File: config.mk
export PLATFORM = sky130hd
export DESIGN_NAME = stopwatch_ctrl
export DESIGN_NICKNAME = d
export VERILOG_FILES = /design/src/rtl/stopwatch_ctrl.sv
export SDC_FILE = /design/constraint.sdc
export NUM_CORES = 1
export LEC_CHECK = 0
export BUFFER_PORTS_ARGS = -buffer_cell sky130_fd_sc_hd__buf_2
export CORE_ASPECT_RATIO = 0.7
export CORE_UTILIZATION = 51
export CTS_CLUSTER_SIZE = 10
export DETAILED_ROUTE_END_ITERATION = 6
export GPL_TIMING_DRIVEN = 0
export PLACE_DENSITY = 0.7
export REMOVE_ABC_BUFFERS = 1
export SETUP_SLACK_MARGIN = 0.3
export SKIP_LAST_GASP = 1
export SYNTH_ARGS = -nofsm -noshare
export SYNTH_HDL_FRONTEND = slang
export SYNTH_SLANG_ARGS = --single-unit
File: constraint.sdc
create_clock -name clk -period 1.7 [get_ports clk]
set_input_delay 0.34 -clock clk [delete_from_list [all_inputs] [get_ports clk]]
set_output_delay 0.34 -clock clk [all_outputs]
set_load 0.02 [all_outputs]
File: src/rtl/stopwatch_ctrl.sv
// Stopwatch control: start/stop and lap/clear FSM driving a seconds.centiseconds BCD
// counter that advances on the 100 Hz enable pulse, with a frozen lap display.
module stopwatch_ctrl #(
  parameter int unsigned SEC_WRAP = 60
) (
  input  logic        clk,
  input  logic        rst_n,
  input  logic        tick_100,
  input  logic        start_pb,
  input  logic        lap_pb,
  output logic [15:0] disp_bcd,
  output logic        running,
  output logic        lap_hold,
  output logic        wrap
);

  typedef enum logic [1:0] {StIdle, StRun, StPause} state_e;

  localparam logic [3:0] SecMaxTens = 4'((SEC_WRAP - 1) / 10);
  localparam logic [3:0] SecMaxOnes = 4'((SEC_WRAP - 1) % 10);

  state_e      state_q, state_d;
  logic        start_q, lap_q;
  logic [15:0] count_q, count_d;
  logic [15:0] lap_reg_q, lap_reg_d;
  logic        hold_q, hold_d;
  logic        wrap_q, wrap_d;
  logic        start_edge, lap_edge, count_en;

  // Start wins over a simultaneous lap press.
  assign start_edge = start_pb & ~start_q;
  assign lap_edge   = lap_pb & ~lap_q & ~start_edge;
  assign count_en   = tick_100 & (state_q == StRun);

  always_ff @(posedge clk or negedge rst_n) begin
    if (!rst_n) begin
      state_q <= StIdle;
    end else begin
      state_q <= state_d;
    end
  end

  always_comb begin
    state_d = state_q;
    case (state_q)
      StIdle:  if (start_edge) state_d = StRun;
      StRun:   if (start_edge) state_d = StPause;
      StPause: begin
        if (start_edge) begin
          state_d = StRun;
        end else if (lap_edge) begin
          state_d = StIdle;
        end
      end
      default: state_d = StIdle;
    endcase
  end

  always_comb begin
    running = (state_q == StRun);
  end

  // BCD ripple increment: {sec_tens, sec_ones, cs_tens, cs_ones}.
  always_comb begin
    count_d = count_q;
    wrap_d  = 1'b0;
    if (count_en) begin
      if (count_q[3:0] != 4'd9) begin
        count_d[3:0] = count_q[3:0] + 4'd1;
      end else begin
        count_d[3:0] = 4'd0;
        if (count_q[7:4] != 4'd9) begin
          count_d[7:4] = count_q[7:4] + 4'd1;
        end else begin
          count_d[7:4] = 4'd0;
          if (count_q[15:12] == SecMaxTens && count_q[11:8] == SecMaxOnes) begin
            count_d[15:8] = 8'h00;
            wrap_d        = 1'b1;
          end else if (count_q[11:8] != 4'd9) begin
            count_d[11:8] = count_q[11:8] + 4'd1;
          end else begin
            count_d[11:8]  = 4'd0;
            count_d[15:12] = count_q[15:12] + 4'd1;
          end
        end
      end
    end
    if (state_q == StPause && lap_edge) begin
      count_d = 16'h0000;
    end
  end

  always_comb begin
    lap_reg_d = lap_reg_q;
    hold_d    = hold_q;
    if (state_q == StRun && lap_edge) begin
      if (!hold_q) begin
        lap_reg_d = count_q;
        hold_d    = 1'b1;
      end else begin
        hold_d = 1'b0;
      end
    end else if (state_q == StPause && lap_edge) begin
      hold_d = 1'b0;
    end
  end

  always_ff @(posedge clk or negedge rst_n) begin
    if (!rst_n) begin
      start_q   <= 1'b0;
      lap_q     <= 1'b0;
      count_q   <= 16'h0000;
      lap_reg_q <= 16'h0000;
      hold_q    <= 1'b0;
      wrap_q    <= 1'b0;
    end else begin
      start_q   <= start_pb;
      lap_q     <= lap_pb;
      count_q   <= count_d;
      lap_reg_q <= lap_reg_d;
      hold_q    <= hold_d;
      wrap_q    <= wrap_d;
    end
  end

  assign disp_bcd = hold_q ? lap_reg_q : count_q;
  assign lap_hold = hold_q;
  assign wrap     = wrap_q;

endmodule

==> results of run 1 <==
## repair_timing
action / CTS / global route
pin swaps: 14 / 12
hold buffers: 0 / 0
gates resized for setup: 46 / 36
gates cloned: 2 / 1
buffers inserted: 21 / 11
setup endpoints to repair: 52 / 50
## final cells by class
cell class,instances,share of cell area
flip-flops and latches,38,0.347
well taps,50,0.0227
clock inverters,2,0.00454
multi-input cells,126,0.435
clock buffers,6,0.0299
inverters,6,0.00998
repair buffers,55,0.151
## through the flow
step	worst slack (ps)	hold WS (ps)	TNS, ps	util
2_1_floorplan	-43.1	44.4	-718	-
3_3_place_gp	-193	458	-4880	0.582
3_5_place_dp	-259	463	-6240	0.582
4_1_cts	-29.9	154	-271	0.704
5_1_grt	-99.7	160	-1260	0.770
6_report	-75.0	145	-540	0.770
## cell families (layout without fill, tap and decap cells)
group | Yosys count | after routing | share of synthesized area
and+or+nand+nor | 58 | 61 | 0.170
DFF | 38 | 38 | 0.487
muxes | 31 | 31 | 0.177
AOI/OAI and AO/OA | 26 | 26 | 0.0807
buffers and inverters | 15 | 69 | 0.0346
adders and majority gates | 8 | 8 | 0.0513
## per-layer routing
layer	track usage	share of wire	wire, µm	vias up
met5	0	0	0	-
li1	-	-	-	752
met2	0.424	0.49	2670	62
met3	0.0593	0.058	314	21
met1	0.315	0.42	2270	877
met4	0.131	0.034	186	0
## how the worst max path moves through the flow
stage / endpoint / slack, ps / cells after the start
global route: disp_bcd[0] / -100 / 3
global placement: lap_reg_q[13] / -190 / 4
detailed placement: count_q[9] / -260 / 5
floorplan: lap_reg_q[13] / -40 / 4
finish: disp_bcd[0] / -80 / 3
CTS: disp_bcd[3] / -30 / 3
## sequential cells by signal (all words and copies together) (netlist names)
signal	cells
state_q	2
lap_hold	1
count_q	16
wrap	1
lap_q	1
lap_reg_q	16
start_q	1
## power by group
group          total (W)  internal (W)  switching, W
clock network   0.000670      0.000326      0.000344
logic            0.00115      0.000532      0.000614
registers        0.00117       0.00104      0.000130
## critical path, cell delays in order, from the launching register on
cell and delay [ps]:
dfrtp_4 500, buf_12 160, mux2_2 300, buf_2 170
## Yosys cell counts, drive strengths merged
library cell | number | area (µm²)
inv | 6 | 22.5
a21oi | 9 | 45.0
nor4 | 2 | 12.5
dfrtp | 38 | 951
a311oi | 2 | 17.5
nor2 | 12 | 45.0
ha | 8 | 100
o21ai | 8 | 40.0
or3 | 5 | 36.3
nor2b | 2 | 12.5
nand2b | 2 | 12.5
or4 | 1 | 7.51
nand3 | 5 | 25.0
mux2i | 3 | 30.0
nand4 | 2 | 27.5
and3 | 3 | 20.0
mux2 | 28 | 315
a41oi | 2 | 17.5
or3b | 1 | 8.76
a31o | 1 | 8.76
and4 | 1 | 11.3
o22ai | 2 | 12.5
and3b | 4 | 37.5
clkbuf | 3 | 11.3
o211ai | 1 | 7.51
buf | 6 | 33.8
nand3b | 2 | 15.0
o32ai | 1 | 8.76
nand2 | 16 | 60.1
==> metrics, run 1 <==
Initial DRT Pass Iterations=4; DRT Wirelength=5440 µm; Longest Clk Path Bufs=2; P_leak=1.32 nW; failing checks=setup timing; number of max-cap violations=0; Post-Route Skew=10.0 ps; Die Y-Extent=about 54 µm; area grow syn2layout=41.2%; Power Dens Cells=1080 nW/µm²; number of fill cells=223; initial antenna violation count=0; CP required=1360 ps; total power=0.00298 W; CP Launch Type=register; worst reg2reg path startpoint=count_q[9]; drt wl/cell=~19 µm; I/O pin cnt=24; nets@finish=245; vias in the first global route=1540; H-tree Lvls=2; initial core utilization=0.545; Vias=1712; Slew Viols, Final=0; largest net degree at the start of global routing=39; largest fanout on the critical path=12; Num CTS Buffers=5; status=finished with violations; crit share post-route=1.04; Syn Inst Count=around 180; VDD IR max=0.788 mV; Root Buffer=clkbuf_8; post-synthesis cell area=1950 µm²; FP Rows=18; DRT iter0 DRCs=123; slew margin rel.=0.428; Synth cell types=35; Cells after DPL=240; full die area=4090 µm²; worst reg2reg setup slack=-50 ps; worst hold path type=input pin to asynchronous set/reset pin; core area=3580 µm²; RSZ-0062 raised after global routing=true; most common cell after layout, fill and taps aside=dfrtp_1; Synthesis Warnings=0; minimum clock period=1780 ps; area of the multi-input gates=1200 µm²; worst setup path start=lap_hold; clk sinks=38; Buffers on Ports=23; first-pass GRT wire length=7570 µm; share of cells above drive strength 1=0.601; Synth Area per Inst=11.1 µm²; vias per cell=6.05; placed cell areas=roughly 2100 µm²; fin area=2760 µm²; final hold viol count=0; commonest cells after routing, fill and taps aside=dfrtp_1 (35), buf_4 (32), mux2_2 (20), nand2_1 (16), buf_2 (16); fin worst setup slack=-75.0 ps; Worst-path clk slew=~80 ps; critical path endpoint category=output port; placer congestion estimate=a little over 0.8; critical path arrival=1440 ps; Ant. Diodes=0; post-synthesis sequential area ratio=0.487; Reg2Reg Capture Point=count_q[15]; post-DP HPWL=2450 µm; worst skew pair latency=300 ps; global route overflow=0; CTS tree=built; antenna-violating nets left=0; Worst Max-Slew Pin Slew=859 ps; Post-route DRC=0; GR Util All Layers=0.252; WS Path Type=register to output port; area taken by flip-flops and latches=957 µm²; Final setup viols=14; FF+latch count, synth=38; Max Clk Rate=563 MHz; fin cells=~280; FF-to-FF path depth=6; Die Wd=76.0 µm
(Power assumes the default switching activity.)
==> inputs of run 2 (changes only) <==
Settings changed: ABC_AREA set to 1, CORE_UTILIZATION 51 to 52, PLACE_DENSITY 0.7 to 0.71, SLEW_MARGIN set to 20.
==> metrics, run 2 <==
Cells after DPL=between 300 and 400; drt wl/cell=around 14 µm; Commonest cells post-synth=nand2_1 (80), dfrtp_1 (38), inv_1 (24); Die Y-Extent=54.5 µm; fin worst setup slack=35.1 ps; crit-path cells=buf_12 > nor2_2 > a21oi_2 > buf_4; Ant. Diodes=0; Die Wd=77.0 µm; largest net degree at the start of global routing=39; minimum clock period=1660 ps; vias in the first global route=1685; Buffers on Ports=23; slowest stage cell on the critical path=dfrtp_4; CP Launch Type=register; status=completed; Hold Slack=around 150 ps; top_reg_cell synth=dfrtp_1; Syn Inst Count=249; Longest Clk Path Bufs=2; fin cells=~340; most frequent cell after synthesis=nand2_1; Power Dens Cells=between 1000 and 1500 nW/µm²; worst hold path type=input pin to asynchronous set/reset pin; post-synthesis sequential area ratio=0.465; post-synth top area cell=dfrtp_1; worst skew pair latency=300 ps; post-synthesis cell area=2050 µm²; Initial DRT Pass Iterations=4; worst reg2reg setup slack=approximately 320 ps; placer congestion estimate=0.768; FF-to-FF path depth=9; Reg2Reg Capture Point=count_q[12]; ys async rst share=1.00; Root Buffer=clkbuf_8; commonest cells after routing, fill and taps aside=nand2_1 (76), dfrtp_1 (35), inv_1 (18), buf_4 (18), buf_6 (15); most common cell after layout, fill and taps aside=nand2_1; VDD IR max=around 1.1 mV; CTS tree=built; FF+latch count, synth=38; Synth cell types=25; top cells by area, synth=dfrtp_1 (46%), nand2_1 (15%), ha_1 (4.9%), o21ai_0 (4.9%), inv_1 (4.4%); nets@finish=303; Num CTS Buffers=5; global route overflow=0; number of max-cap violations=0; Vias=1775; core area=3650 µm²; Post-Route Setup TNS=0 ps; worst reg2reg path startpoint=count_q[9]; biggest regs=count_q x16, lap_reg_q x16, state_q x2; Worst-path clk slew=~80 ps; GR Util All Layers=0.248; FP Rows=18; area grow syn2layout=34.0%; CP peak stage delay=~520 ps; Final setup viols=0; Post-Route Skew=6.16 ps; H-tree Lvls=2; Gate power share=0.480; Synth top area share=0.465; Max Clk Rate=601 MHz; final hold viol count=0; largest fanout on the critical path=17; DRT Wirelength=4790 µm; clk sinks=38; switching share of power=0.409; slew margin rel.=0.420; post-DP HPWL=2560 µm; antenna-violating nets left=0; CP required=1360 ps; Synth Area per Inst=8.22 µm²; Reg power frac=0.331; vias per cell=5.21; worst slack, placed=-94.0 ps; Clock Power Share=0.189; full die area=4200 µm²; crit share post-route=0.979; internal cell power=0.00242 W; Synthesis Warnings=0; critical path buffer and inverter count=2; Post-route DRC=0; WS Path Type=register to output port; initial antenna violation count=0; first-pass GRT wire length=7780 µm; number of flops mapped to enable cells by yosys=0; critical path endpoint category=output port; P_leak=1.31 nW; switching component of the power=0.00167 W; Worst Max-Slew Pin Slew=870 ps; initial core utilization=0.561; CP top delay family=flip-flops; share of cells above drive strength 1=0.354; DRT iter0 DRCs=108; critical path arrival=1320 ps; RSZ-0062 raised after global routing=true; Slew Viols, Final=0; I/O pin cnt=24
[run 2: worst max path at each step]
stage / startpoint / end / slack (ps) / cells past startpoint
detailed placement: lap_hold / disp_bcd[4] / -90 / 3
floorplan: lap_hold / disp_bcd[12] / -5 / 2
finish: lap_hold / disp_bcd[4] / 40 / 4
CTS: lap_hold / disp_bcd[4] / 60 / 4
global route: lap_hold / disp_bcd[4] / 7 / 4
global placement: lap_hold / disp_bcd[4] / -90 / 3
[run 2: logic make-up (layout without fill, tap and decap cells)]
family	count (synthesis)	after routing	share of synthesized area
xor+xnor	5	5	0.0214
simple gates	127	128	0.295
compound gates	37	37	0.0947
fa+ha+maj	8	8	0.0489
buf+inv	34	75	0.0758
flops	38	38	0.465
[run 2: metrics by stage]
stage               utilization  area [µm²]  total power [W]
detailed placement        0.594        2170          0.00252
finish                    0.752        2740          0.00409
CTS                       0.718        2620          0.00389
global placement          0.594        2170          0.00250
global route              0.752        2740          0.00432
floorplan                     -        1990          0.00217
[run 2: per-layer routing]
layer	routed length, µm	vias up	global-route usage
met5	0	-	0
met4	80	0	0.104
met3	189	8	0.0567
met2	2190	42	0.432
met1	2330	845	0.310
li1	-	880	-
[run 2: layout make-up]
class                           instances  area [µm²]
Inverter                               26         105
Fill cell                             281         905
Sequential cell                        38         957
Tap cell                               50        62.6
Multi-Input combinational cell        178        1140
Clock inverter                          1        30.0
Clock buffer                            7        76.3
Timing Repair Buffer                   41         369
[run 2: power groups by stage]
stage	Sequential [W]	Combinational [W]	Clock, W
2_1_floorplan	0.00136	0.000814	0
3_3_place_gp	0.00140	0.00110	0
5_1_grt	0.00138	0.00212	0.000816
3_5_place_dp	0.00140	0.00112	0
6_report	0.00135	0.00197	0.000772
4_1_cts	0.00132	0.00178	0.000786
[run 2: what timing repair did]
item | CTS | global route
pin swaps | 4 | 4
gates resized for setup | 82 | 20
setup buffers | 14 | 4
endpoints found under the setup margin | 45 | 47
gates cloned | 0 | 1
hold buffers | 0 | 0
